**src/rtl/popacc_pkg.sv**
```systemverilog
// ============================================================================
// Module : popacc_pkg
// Brief  : Shared constants and width helper for the popcount accumulator.
// Rev    : 1.0  initial release
// ============================================================================
`default_nettype none

package popacc_pkg;

  localparam int CHUNK_BITS = 128;
  localparam int CNT_W_DEF  = 8;
  localparam int CLAMP_MAX  = 128;

  // Width that holds every sum from 0 up to num_chunks*CHUNK_BITS inclusive.
  function automatic int acc_w_calc(input int num_chunks);
    return $clog2(num_chunks * CHUNK_BITS + 1);
  endfunction

endpackage

`default_nettype wire

```
**src/rtl/popacc_out_reg.sv**
```systemverilog
// ============================================================================
// Module : popacc_out_reg
// Brief  : Ready/valid result holding register (sum, act, optional dot).
//          Dot field present only when POPACC_DOT_EN is defined.
// Rev    : 1.0  initial release
// ============================================================================
`default_nettype none

module popacc_out_reg #(
  parameter int ACC_W = 11
) (
  input  logic               clk,
  input  logic               rst_n,
  input  logic               i_load,
  input  logic [ACC_W-1:0]   i_sum,
  input  logic               i_act,
`ifdef POPACC_DOT_EN
  input  logic signed [ACC_W:0] i_dot,
  output logic signed [ACC_W:0] o_dot,
`endif
  input  logic               i_ready,
  output logic               o_valid,
  output logic [ACC_W-1:0]   o_sum,
  output logic               o_act
);

  logic             r_valid;
  logic [ACC_W-1:0] r_sum;
  logic             r_act;

  // A load wins over a take in the same cycle, so valid stays high with new data.
  always_ff @(posedge clk or negedge rst_n) begin
    if (!rst_n) begin
      r_valid <= 1'b0;
      r_sum   <= '0;
      r_act   <= 1'b0;
    end else if (i_load) begin
      r_valid <= 1'b1;
      r_sum   <= i_sum;
      r_act   <= i_act;
    end else if (i_ready) begin
      r_valid <= 1'b0;
    end
  end

`ifdef POPACC_DOT_EN
  logic signed [ACC_W:0] r_dot;

  always_ff @(posedge clk or negedge rst_n) begin
    if (!rst_n) begin
      r_dot <= '0;
    end else if (i_load) begin
      r_dot <= i_dot;
    end
  end

  assign o_dot = r_dot;
`endif

  assign o_valid = r_valid;
  assign o_sum   = r_sum;
  assign o_act   = r_act;

endmodule

`default_nettype wire

```
**src/rtl/popcount_accum.sv**
```systemverilog
// ============================================================================
// Module : popcount_accum
// Brief  : Sums NUM_CHUNKS per-chunk popcounts into one neuron count and
//          thresholds it. Optional signed dot output under POPACC_DOT_EN.
// Rev    : 1.0  initial release
// ============================================================================
`default_nettype none

module popcount_accum
  import popacc_pkg::*;
#(
  parameter int NUM_CHUNKS = 8,
  parameter int CNT_W      = CNT_W_DEF,
  parameter int ACC_W      = acc_w_calc(NUM_CHUNKS)
) (
  input  logic                  clk,
  input  logic                  rst_n,
  input  logic                  in_valid,
  output logic                  in_ready,
  input  logic [CNT_W-1:0]      in_count,
  input  logic [ACC_W-1:0]      thr,
  output logic                  out_valid,
  input  logic                  out_ready,
  output logic [ACC_W-1:0]      out_sum,
  output logic                  out_act,
`ifdef POPACC_DOT_EN
  output logic signed [ACC_W:0] out_dot,
`endif
  output logic                  err
);

  localparam int              c_cnt_w = (NUM_CHUNKS > 1) ? $clog2(NUM_CHUNKS) : 1;
  localparam logic [c_cnt_w-1:0] c_last = c_cnt_w'(NUM_CHUNKS - 1);

  logic [ACC_W-1:0]   r_acc;
  logic [ACC_W-1:0]   r_thr_q;
  logic [c_cnt_w-1:0] r_chunk_cnt;
  logic               r_err;

  logic               w_accept;
  logic               w_first;
  logic               w_last;
  logic               w_over;
  logic               w_load;
  logic [ACC_W-1:0]   w_clamp;
  logic [ACC_W-1:0]   w_sum;
  logic [ACC_W-1:0]   w_thr_eff;
  logic               w_act;

  assign w_first  = (r_chunk_cnt == '0);
  assign w_last   = (r_chunk_cnt == c_last);
  assign in_ready = !(out_valid && !out_ready && w_last);
  assign w_accept = in_valid && in_ready;
  assign w_load   = w_accept && w_last;

  assign w_over  = (in_count > CNT_W'(CLAMP_MAX));
  assign w_clamp = w_over ? ACC_W'(CLAMP_MAX) : ACC_W'(in_count);
  assign w_sum   = (w_first ? '0 : r_acc) + w_clamp;

  // With a single chunk the first chunk is also the last, so use live thr.
  assign w_thr_eff = w_first ? thr : r_thr_q;
  assign w_act     = (w_sum >= w_thr_eff);

  always_ff @(posedge clk or negedge rst_n) begin
    if (!rst_n) begin
      r_acc       <= '0;
      r_thr_q     <= '0;
      r_chunk_cnt <= '0;
      r_err       <= 1'b0;
    end else if (w_accept) begin
      r_acc <= w_sum;
      if (w_first) begin
        r_thr_q <= thr;
      end
      if (w_last) begin
        r_chunk_cnt <= '0;
      end else begin
        r_chunk_cnt <= r_chunk_cnt + c_cnt_w'(1);
      end
      if (w_over) begin
        r_err <= 1'b1;
      end
    end
  end

  assign err = r_err;

`ifdef POPACC_DOT_EN
  // Modular subtraction in ACC_W+1 bits yields the correct two's-complement value.
  localparam logic [ACC_W:0] c_dot_off = (ACC_W + 1)'(NUM_CHUNKS * CHUNK_BITS);
  logic signed [ACC_W:0] w_dot;
  assign w_dot = {w_sum, 1'b0} - c_dot_off;
`endif

  popacc_out_reg #(
    .ACC_W (ACC_W)
  ) u_out_reg (
    .clk     (clk),
    .rst_n   (rst_n),
    .i_load  (w_load),
    .i_sum   (w_sum),
    .i_act   (w_act),
`ifdef POPACC_DOT_EN
    .i_dot   (w_dot),
    .o_dot   (out_dot),
`endif
    .i_ready (out_ready),
    .o_valid (out_valid),
    .o_sum   (out_sum),
    .o_act   (out_act)
  );

endmodule

`default_nettype wire

```
**config.mk**
```make
export PLATFORM = sky130hd
export DESIGN_NAME = popcount_accum
export DESIGN_NICKNAME = d
export VERILOG_FILES = /design/src/rtl/popacc_pkg.sv /design/src/rtl/popacc_out_reg.sv /design/src/rtl/popcount_accum.sv
export SDC_FILE = /design/constraint.sdc
export NUM_CORES = 1
export LEC_CHECK = 0
export CELL_PAD_IN_SITES_DETAIL_PLACEMENT = 0
export CELL_PAD_IN_SITES_GLOBAL_PLACEMENT = 1
export CORE_MARGIN = 5
export CORE_UTILIZATION = 45
export CTS_CLUSTER_DIAMETER = 50
export CTS_CLUSTER_SIZE = 40
export DETAILED_ROUTE_END_ITERATION = 7
export PLACE_DENSITY = 0.95
export SYNTH_ARGS = -nofsm -noshare
export SYNTH_HDL_FRONTEND = slang
export SYNTH_SLANG_ARGS = --single-unit
```
**constraint.sdc**
```tcl
create_clock -name clk -period 9.2 [get_ports clk]
set_input_delay 0.92 -clock clk [delete_from_list [all_inputs] [get_ports clk]]
set_output_delay 0.92 -clock clk [all_outputs]
set_load 0.03 [all_outputs]
```
======== After elaboration in Yosys (flattened, before gate mapping) ========
Index checks and enable logic that the tools add are counted.
storage, ports and cells
  flip-flop bits (word level) ............. 39
cells by class
  equality and inequality tests ........... 1
  $lt $le $gt $ge ......................... 2
  multiplexer cells ....................... 6
  reductions and logical operators ........ 9
  add/subtract/negate cells ............... 2
operator list
  kind                   count
  $mux W11               2
  $add A11 B8 Y11        1
  $ge A11 B11 Y1         1
  $gt A8 B8 Y1 const B   1
  $mux W8                1
  $logic_and A1 B1 Y1    4
  $add A3 B1 Y3 const B  1
  $eq A3 B3 Y1 const B   1
  $logic_not A3 Y1       1
  $mux W3                1
  $logic_not A1 Y1       2
  $mux W1                2
  $reduce_and A2 Y1      1
  $reduce_bool A2 Y1     1

======== Longest topological paths before layout ========
Gate-level depths: netlist of run 1.
  depth after elaboration ................. 7
  mapped depth ............................ 19

======== By module ========
A second synthesis of run 1 with hierarchy kept.
unflattened totals
  cells, all modules ...................... 247
  area total of the unflattened synthesis .. 2484.9 µm²
by module, submodules not included
  module          sequential area each (µm²)  instances  cells each  area each (µm²)
  popcount_accum  650.6                       1          219         1966.9
  popacc_out_reg  325.3                       1          28          518.0

======== Worst setup path before layout of run 1 ========
OpenSTA, ideal clock, no wires.
  kind .................................... register to register
  start ................................... register r_chunk_cnt[0]
  end ..................................... register u_out_reg.r_act (netlist: u_out_reg.o_act)
  stages on the path, launching flop included .. 19
  slack ................................... 5.781 ns
  required time ........................... 9.049 ns
  data arrival time ....................... 3.269 ns
  period minus slack after synthesis ...... 3.419 ns
  path buffers ............................ 2
  cells stage by stage .................... dfrtp_1 -> inv_1 -> ha_1 -> nand2b_4 -> buf_6 -> clkbuf_1 -> and2_1 -> ha_1 -> inv_1 -> fa_1 -> nor2b_4 -> o2111ai_2 -> o211ai_2 -> a31oi_2 -> xor2_1 -> ha_1 -> a21o_1 -> nor4_1 -> a221oi_1
between the ends
  elaborated cells between the ends (all ways) .. 10
  those cells by class .................... add/sub (1); order compare (1); eq/ne (1); mux (2); reduce/logical (5)
RTL lines
  item                     RTL line              source
  from (decl)              popcount_accum.sv:37  logic [c_cnt_w-1:0] r_chunk_cnt;
  from (signal assigned)   popcount_accum.sv:78  r_chunk_cnt <= r_chunk_cnt + c_cnt_w'(1);
  $logic_not A3 Y1         popcount_accum.sv:50  assign w_first = (r_chunk_cnt == '0);
  $mux W11                 popcount_accum.sv:58  assign w_sum = (w_first ? '0 : r_acc) + w_clamp;
  $add A11 B8 Y11          popcount_accum.sv:58
  via u_out_reg.i_sum[10]  popacc_out_reg.sv:15  input logic [ACC_W-1:0] i_sum,
  $ge A11 B11 Y1           popcount_accum.sv:62  assign w_act = (w_sum >= w_thr_eff);
  to (signal assigned)     popacc_out_reg.sv:40  r_act <= i_act;
  to (decl)                popacc_out_reg.sv:29  logic r_act;
The timed path passes the listed nets, and every way through them passes these cells.
A chain may end at the register's enable or synchronous reset.

======== Final worst setup path of run 1 ========
  start ................................... input port in_count[7]
  end ..................................... register u_out_reg.r_act (netlist: u_out_reg.o_act)
between the ends
  longest elaborated chain between the ends .. 4
RTL lines
  item                     RTL line              source
  from (decl)              popcount_accum.sv:20  input logic [CNT_W-1:0] in_count,
  $gt A8 B8 Y1             popcount_accum.sv:56  assign w_over = (in_count > CNT_W'(CLAMP_MAX));
  $mux W8 *                popcount_accum.sv:57  assign w_clamp = w_over ? ACC_W'(CLAMP_MAX) : ACC_W'(in_count);
  $add A11 B8 Y11 *        popcount_accum.sv:58
  via u_out_reg.i_sum[10]  popacc_out_reg.sv:15
  $ge A11 B11 Y1 *         popcount_accum.sv:62
The timed path passes the listed nets; every way through them passes the cells marked *.

==> out/results.tsv, run 1 <==
stage	metric	value	unit
floorplan	rows	26	
critical_path	path_buf_inv	2	
floorplan	design.core.area	0.00520	mm²
sta	rsz0062_at_grt	false	
clock_network	postCtsHoldBufs	0	
yosys	synth_top_area_cell	dfrtp_1	
floorplan	die_h	83.7	µm
floorplan	die_area	0.00700	mm²
yosys	ys_types	47	
critical_path	crit_top_cell	ha_1	
yosys	ys_warn_count	0	
sta	max_clock_freq	258	MHz
critical_path	endpoint	u_out_reg.o_act$_DFFE_PN0P_	
yosys	yosys-top-cells-area	dfrtp_1, ha_1, nand2_1	
critical_path	cp_slowest_cell	clkdlybuf4s50_1	
critical_path	critical_path.top_delay_family	adder cells	
placed_design	pre_cts_ws	5.03	ns
clock_network	cts_resized	0	
yosys	synthCells	243	
grt	busiest_layer	met2	
clock_network	clkSinkCount	39	
sta	fin_hold_ws	0.469	ns
route	initialDrtViolationCount	54	
cells_and_area	nets	324	
sta	fin_ws	5.32	ns
critical_path	slowest_delay	0.55	ns
floorplan	die_w	83.7	µm
critical_path	cp-start-kind	input pin	
clock_network	cts_tree	done	
grt	grt_use_met1	21.0	%
critical_path	r2r_setup_slack	5.58	ns
placed_design	gp_congestion	0.759	
cells_and_area	final_common_cell	dfrtp_1	
run_status	outcome	finished, final reports clean	
cells_and_area	antenna_cells	0	
placed_design	hpwl	3660	µm
grt	grt_use_total	15.0	%
pwr	power.density	352	mW/mm²
critical_path	worstPathRequired	9.34	ns
sta	hold_viol	0	
clock_network	cts-root-buf	clkbuf_8	
grt	grt_pass1_vias	1849	
cells_and_area	fin_cells	349	
critical_path	worst-path-stages	14	
clock_network	clock_path_buffers	2	
clock_network	post_cts_buffers	0	
grt	grt-ovfl-total	0	
critical_path	cp-end-kind	register	
grt	grt_pass1_wl	8660	µm
sta	slew_headroom	41.0	%
route	wl	4950	µm
critical_path	path_cells	clkdlybuf4s50_1, nor2b_1, ha_1, inv_1, fa_1, nor2b_4, o2111ai_2, o211ai_2, a31oi_2, xor2_1, ha_1, a21o_1, nor4_1, a221oi_1	
yosys	ys_async_sr_fraction	100	%
min_path	hold_path_class	register to register	
yosys	syn_area	0.00244	mm²
sta	min_period	3.88	ns
pwr	vdd_drop_max	0.179	mV
sta	worst_slew_pin_slew	0.884	ns
clock_network	numCtsBuffers	5	
route	drc	0	
pwr	power.total	1040	µW
route	viasPerCell	5.22	
run	max_cap_viol_count	0	
yosys	netlist.area_leader.share	40.0	%
yosys	ys_seq_area_share	40.0	%
floorplan	initial_core_util	46.9	%
yosys	synth-edff-count	0	
critical_path	r2r_cells	16	
grt	grt_max_degree	43	
clock_network	cts_max_level	2	
cells_and_area	final_cell_mix	dfrtp_1, nand2_1, clkdlybuf4s50_1	
sta	slew_violations	0	
yosys	syn_area_per_cell	10.1	µm²
route	final_antenna_net_count	0	
yosys	synth_nets	289	
critical_path	startpoint	in_count[7]	
route	via_count	1823	
placed_design	portBuffers	37	
yosys	ys_ff_latch	39	
grt	groute.layer.met2.usage	23.4	%
sta	tns	0	ns
grt	grtUsageMet3	2.57	%
yosys	ys.flop_type	dfrtp_1	
critical_path	worstSetupPathType	input pin to register	
route	firstDrtPassIters	4	
sta	fin_crit_sh	42.1	%
cells_and_area	syn_to_final_growth	21.0	%
critical_path	cp_data_arrival_time	4.02	ns
pwr	leakagePower	0.00141	µW
grt	antenna_found_initial	0	
floorplan	ioPinCount	38	
critical_path	r2r-start	r_chunk_cnt[0]$_DFFE_PN0P_	
clock_network	clkLatencyLatePin	0.29	ns
clock_network	clk_pin_slew	0.08	ns
critical_path	r2r_end	u_out_reg.o_act$_DFFE_PN0P_	
critical_path	crit_fanout	9	
route	wire_per_inst	14.2	µm
sta	setup_viol	0	
placed_design	placed_cells	341	
cells_and_area	drive_gt1_share	10.8	%
sta	skew	0.00859	ns
## area by class of cell
type                    instances  area, µm²
fillers                       484       2250
multi-input cells             183       1380
flip-flops and latches         39        976
repair buffers                 38        373
clock buffers                   8        100
well taps                      70       87.6
inverters                      11       41.3
## cells by family after synthesis
family | Yosys count | share of synthesized area, %
AOI/OAI and AO/OA | 46 | 13.5
xor gates and xnor gates | 8 | 2.87
adders and majority gates | 23 | 12.1
buffers and inverters | 21 | 3.64
DFF | 39 | 40.0
muxes | 24 | 10.7
and+or+nand+nor | 82 | 17.2
## worst min path at each step
stage	from	endpoint	slack, ns	cells after the start
4_1_cts	err$_DFFE_PN0P_	err$_DFFE_PN0P_	0.47	1
3_3_place_gp	r_acc[0]$_DFFE_PN0P_	r_acc[0]$_DFFE_PN0P_	0.45	2
3_5_place_dp	err$_DFFE_PN0P_	err$_DFFE_PN0P_	0.46	1
5_1_grt	err$_DFFE_PN0P_	err$_DFFE_PN0P_	0.48	1
2_1_floorplan	r_acc[0]$_DFFE_PN0P_	r_acc[0]$_DFFE_PN0P_	0.44	2
6_report	err$_DFFE_PN0P_	err$_DFFE_PN0P_	0.47	1
## Yosys cell counts (2+ instances only)
library cell,count
and2_1,8
nand3_1,6
o21ai_0,17
buf_2,2
a21oi_1,6
nand2b_1,3
nor4_1,2
a21o_1,8
inv_1,11
xnor2_1,5
mux2_1,2
xor2_1,3
mux2i_1,10
and3_1,3
nor2_1,6
nor2b_1,7
ha_1,22
nor3_1,3
a31oi_1,2
nand2_1,36
clkbuf_1,7
dfrtp_1,39
mux2_2,11
## per-layer routing
| metal | vias to the layer above | part of all wire, % |
|---|---|---|
| met1 | 865 | 50 |
| met5 | - | 0 |
| met2 | 35 | 45 |
| met3 | 7 | 3.5 |
| met4 | 0 | 1.5 |
| li1 | 916 | - |
## through the flow
step	util [%]	area [µm²]
3_5_place_dp	54.9	2860
3_3_place_gp	54.9	2860
2_1_floorplan	-	2440
5_1_grt	56.8	2960
6_report	56.8	2960
4_1_cts	56.8	2960
## power breakdown
group | internal, µW | leakage [µW] | switching, µW
sequential | 251 | 0.000477 | 44.7
combinational | 283 | 0.000883 | 337
clock | 68.4 | 0.0000515 | 57.0
## flip-flops by register name, summed over array words and instances (netlist names)
register	flops
u_out_reg.o_sum	11
r_chunk_cnt	3
u_out_reg.o_valid	1
err	1
r_thr_q	11
u_out_reg.o_act	1
r_acc	11
## worst reg2reg max path: stages (launching register included)
cell and delay, ns:
dfrtp_1 0.40, inv_1 0.06, ha_1 0.22, nand2b_4 0.31, and2_1 0.20, ha_1 0.16, inv_1 0.06, fa_1 0.44
nor2b_4 0.15, o2111ai_2 0.12, o211ai_2 0.16, a31oi_2 0.15, xor2_1 0.27, ha_1 0.30, a21o_1 0.17, nor4_1 0.22
a221oi_1 0.12
(Power assumes the default switching activity.)
==> run 2, diff against run 1 <==
CORE_UTILIZATION = 42   (was 45)
PLACE_DENSITY = 0.9   (was 0.95)
clock period = 3.8 ns   (was 9.2 ns; I/O delays follow)
==> run 2 against run 1 <==
Net effect: clock power rose by 120%; first-iteration DRC count rose by 54%; clock skew fell by 0.0029 ns; combinational power rose by 150%; register-to-register slack got worse by 5.2 ns; sequential share of layout area barely moved; non-clock buffer count rose by 2; global-route usage fell by 0.095 points; sequential power rose by 140%; utilization fell by 3.8 points; setup slack got worse by 5.0 ns; final cell count rose by 1.1%.
==> out/results.tsv, run 2 (synthesis gave the netlist of run 1 again) <==
stage	metric	value	unit	change
route	viasPerCell	5.08		-2.8%
sta	fin_crit_sh	90.7	%	
floorplan	die_area	0.00744	mm²	+6.3%
sta	fin_ws	0.353	ns	-4.97 ns
critical_path	crit_fanout	16		+7
clock_network	postCtsHoldBufs	0		unchanged
critical_path	worstPathRequired	3.95	ns	-5.39 ns
clock_network	clock_path_buffers	2		unchanged
sta	skew	0.00573	ns	-0.00285 ns
route	drc	0		unchanged
cells_and_area	drive_gt1_share	11.0	%	+0.28 points
clock_network	cts_max_level	2		unchanged
sta	worst_slew_pin_slew	0.877	ns	-0.00710 ns
cells_and_area	final_cell_mix	dfrtp_1, nand2_1, clkdlybuf4s50_1		
grt	grt-ovfl-total	0		unchanged
placed_design	pre_cts_ws	0.149	ns	-4.88 ns
pwr	power.density	854	mW/mm²	+140%
floorplan	rows	27		+3.8%
sta	min_period	3.45	ns	
grt	antenna_found_initial	0		unchanged
critical_path	cp-start-kind	register		
grt	grt_use_total	14.9	%	-0.095 points
floorplan	die_h	86.3	µm	+3.1%
clock_network	post_cts_buffers	0		unchanged
cells_and_area	fin_cells	353		+1.1%
grt	grt_pass1_wl	8940	µm	+3.2%
floorplan	initial_core_util	43.8	%	-3.1 points
pwr	leakagePower	0.00141	µW	about the same
run_status	outcome	finished, final reports clean		
sta	slew_violations	0		unchanged
grt	grt_pass1_vias	1863		+0.76%
critical_path	cp-end-kind	register		
sta	slew_headroom	41.5	%	+0.47 points
critical_path	worstSetupPathType	register to register		
route	via_count	1792		-1.7%
clock_network	cts-root-buf	clkbuf_8		
route	wire_per_inst	14.4	µm	+1.5%
floorplan	design.core.area	0.00557	mm²	+7.1%
clock_network	cts_tree	done		
cells_and_area	nets	326		+0.62%
cells_and_area	syn_to_final_growth	21.0	%	about the same
cells_and_area	final_common_cell	dfrtp_1		
placed_design	hpwl	3820	µm	+4.5%
clock_network	cts_resized	0		unchanged
floorplan	ioPinCount	38		unchanged
cells_and_area	antenna_cells	0		unchanged
placed_design	portBuffers	37		unchanged
clock_network	clk_pin_slew	0.08	ns	about the same
clock_network	numCtsBuffers	5		unchanged
route	initialDrtViolationCount	83		+54%
critical_path	cp_data_arrival_time	3.60	ns	-0.42 ns
placed_design	placed_cells	345		+1.2%
run	max_cap_viol_count	0		unchanged
sta	rsz0062_at_grt	false		
sta	hold_viol	0		unchanged
clock_network	clkSinkCount	39		unchanged
route	wl	5090	µm	+2.7%
sta	setup_viol	0		unchanged
min_path	hold_path_class	input pin to asynchronous set/reset pin		
route	firstDrtPassIters	4		unchanged
sta	tns	0	ns	unchanged
floorplan	die_w	86.3	µm	+3.1%
clock_network	clkLatencyLatePin	0.29	ns	about the same
placed_design	gp_congestion	0.875		+15%
sta	max_clock_freq	290	MHz	
pwr	vdd_drop_max	0.376	mV	+110%
grt	grt_max_degree	40		-7.0%
route	final_antenna_net_count	0		unchanged
## run 2: cell count changes in the layout (fill, tap and decap cells not counted), sizes merged
cell	before	now
clkbuf	8	7
clkinv	0	1
buf	2	4
## run 2: worst max-delay path: stages (launching register included)
cell and delay, ns:
dfrtp_1 0.40, inv_1 0.06, ha_1 0.22, nand2b_4 0.17, and2_1 0.16, ha_1 0.16
inv_1 0.05, fa_1 0.43, nor2b_4 0.15, o2111ai_2 0.11, o211ai_2 0.16, a31oi_2 0.16
xor2_1 0.26, ha_1 0.29, a21o_1 0.17, nor4_1 0.22, a221oi_1 0.11
## run 2: power by group
group          internal [µW]  switching, µW
clock                    129            140
sequential               608            114
combinational            706            825
## run 2: layer usage
metal | up-vias | part of all wire [%] | GRT usage [%]
met5 | - | 0 | 0
met4 | 0 | 1.2 | 4.96
met3 | 5 | 3.4 | 3.23
met2 | 24 | 44 | 22.7
met1 | 847 | 51 | 21.2
li1 | 916 | - | -
## run 2: area by class of cell
| class | count | area, µm² |
|---|---|---|
| Tap cell | 72 | 90.1 |
| Multi-Input combinational cell | 183 | 1380 |
| Fill cell | 497 | 2620 |
| Clock buffer | 7 | 76.3 |
| Inverter | 11 | 41.3 |
| Sequential cell | 39 | 976 |
| Timing Repair Buffer | 40 | 388 |
| Clock inverter | 1 | 5.00 |
## run 2: worst paths after layout
path,startpoint,to,slack [ns],cells after the start
max in group asynchronous,rst_n,r_thr_q[7]$_DFFE_PN0P_,3.05,1
min in group clk,r_acc[2]$_DFFE_PN0P_,r_acc[2]$_DFFE_PN0P_,0.48,2
hold reg to reg,r_acc[2]$_DFFE_PN0P_,r_acc[2]$_DFFE_PN0P_,0.48,2
hold / removal,rst_n,r_acc[6]$_DFFE_PN0P_,0.21,1
setup reg to reg,r_chunk_cnt[0]$_DFFE_PN0P_,u_out_reg.o_act$_DFFE_PN0P_,0.35,16
setup / recovery,r_chunk_cnt[0]$_DFFE_PN0P_,u_out_reg.o_act$_DFFE_PN0P_,0.35,16
## run 2: per-stage QoR
| step | cell area (µm²) | total power [µW] | hold slack, ns | utilization, % |
|---|---|---|---|---|
| floorplan | 2440 | 1830 | 0.0844 | - |
| global placement | 2870 | 2230 | 0.454 | 51.5 |
| detailed placement | 2870 | 2250 | 0.461 | 51.5 |
| CTS | 2950 | 2540 | 0.232 | 53.0 |
| global route | 2950 | 2760 | 0.277 | 53.0 |
| finish | 2950 | 2520 | 0.208 | 53.0 |
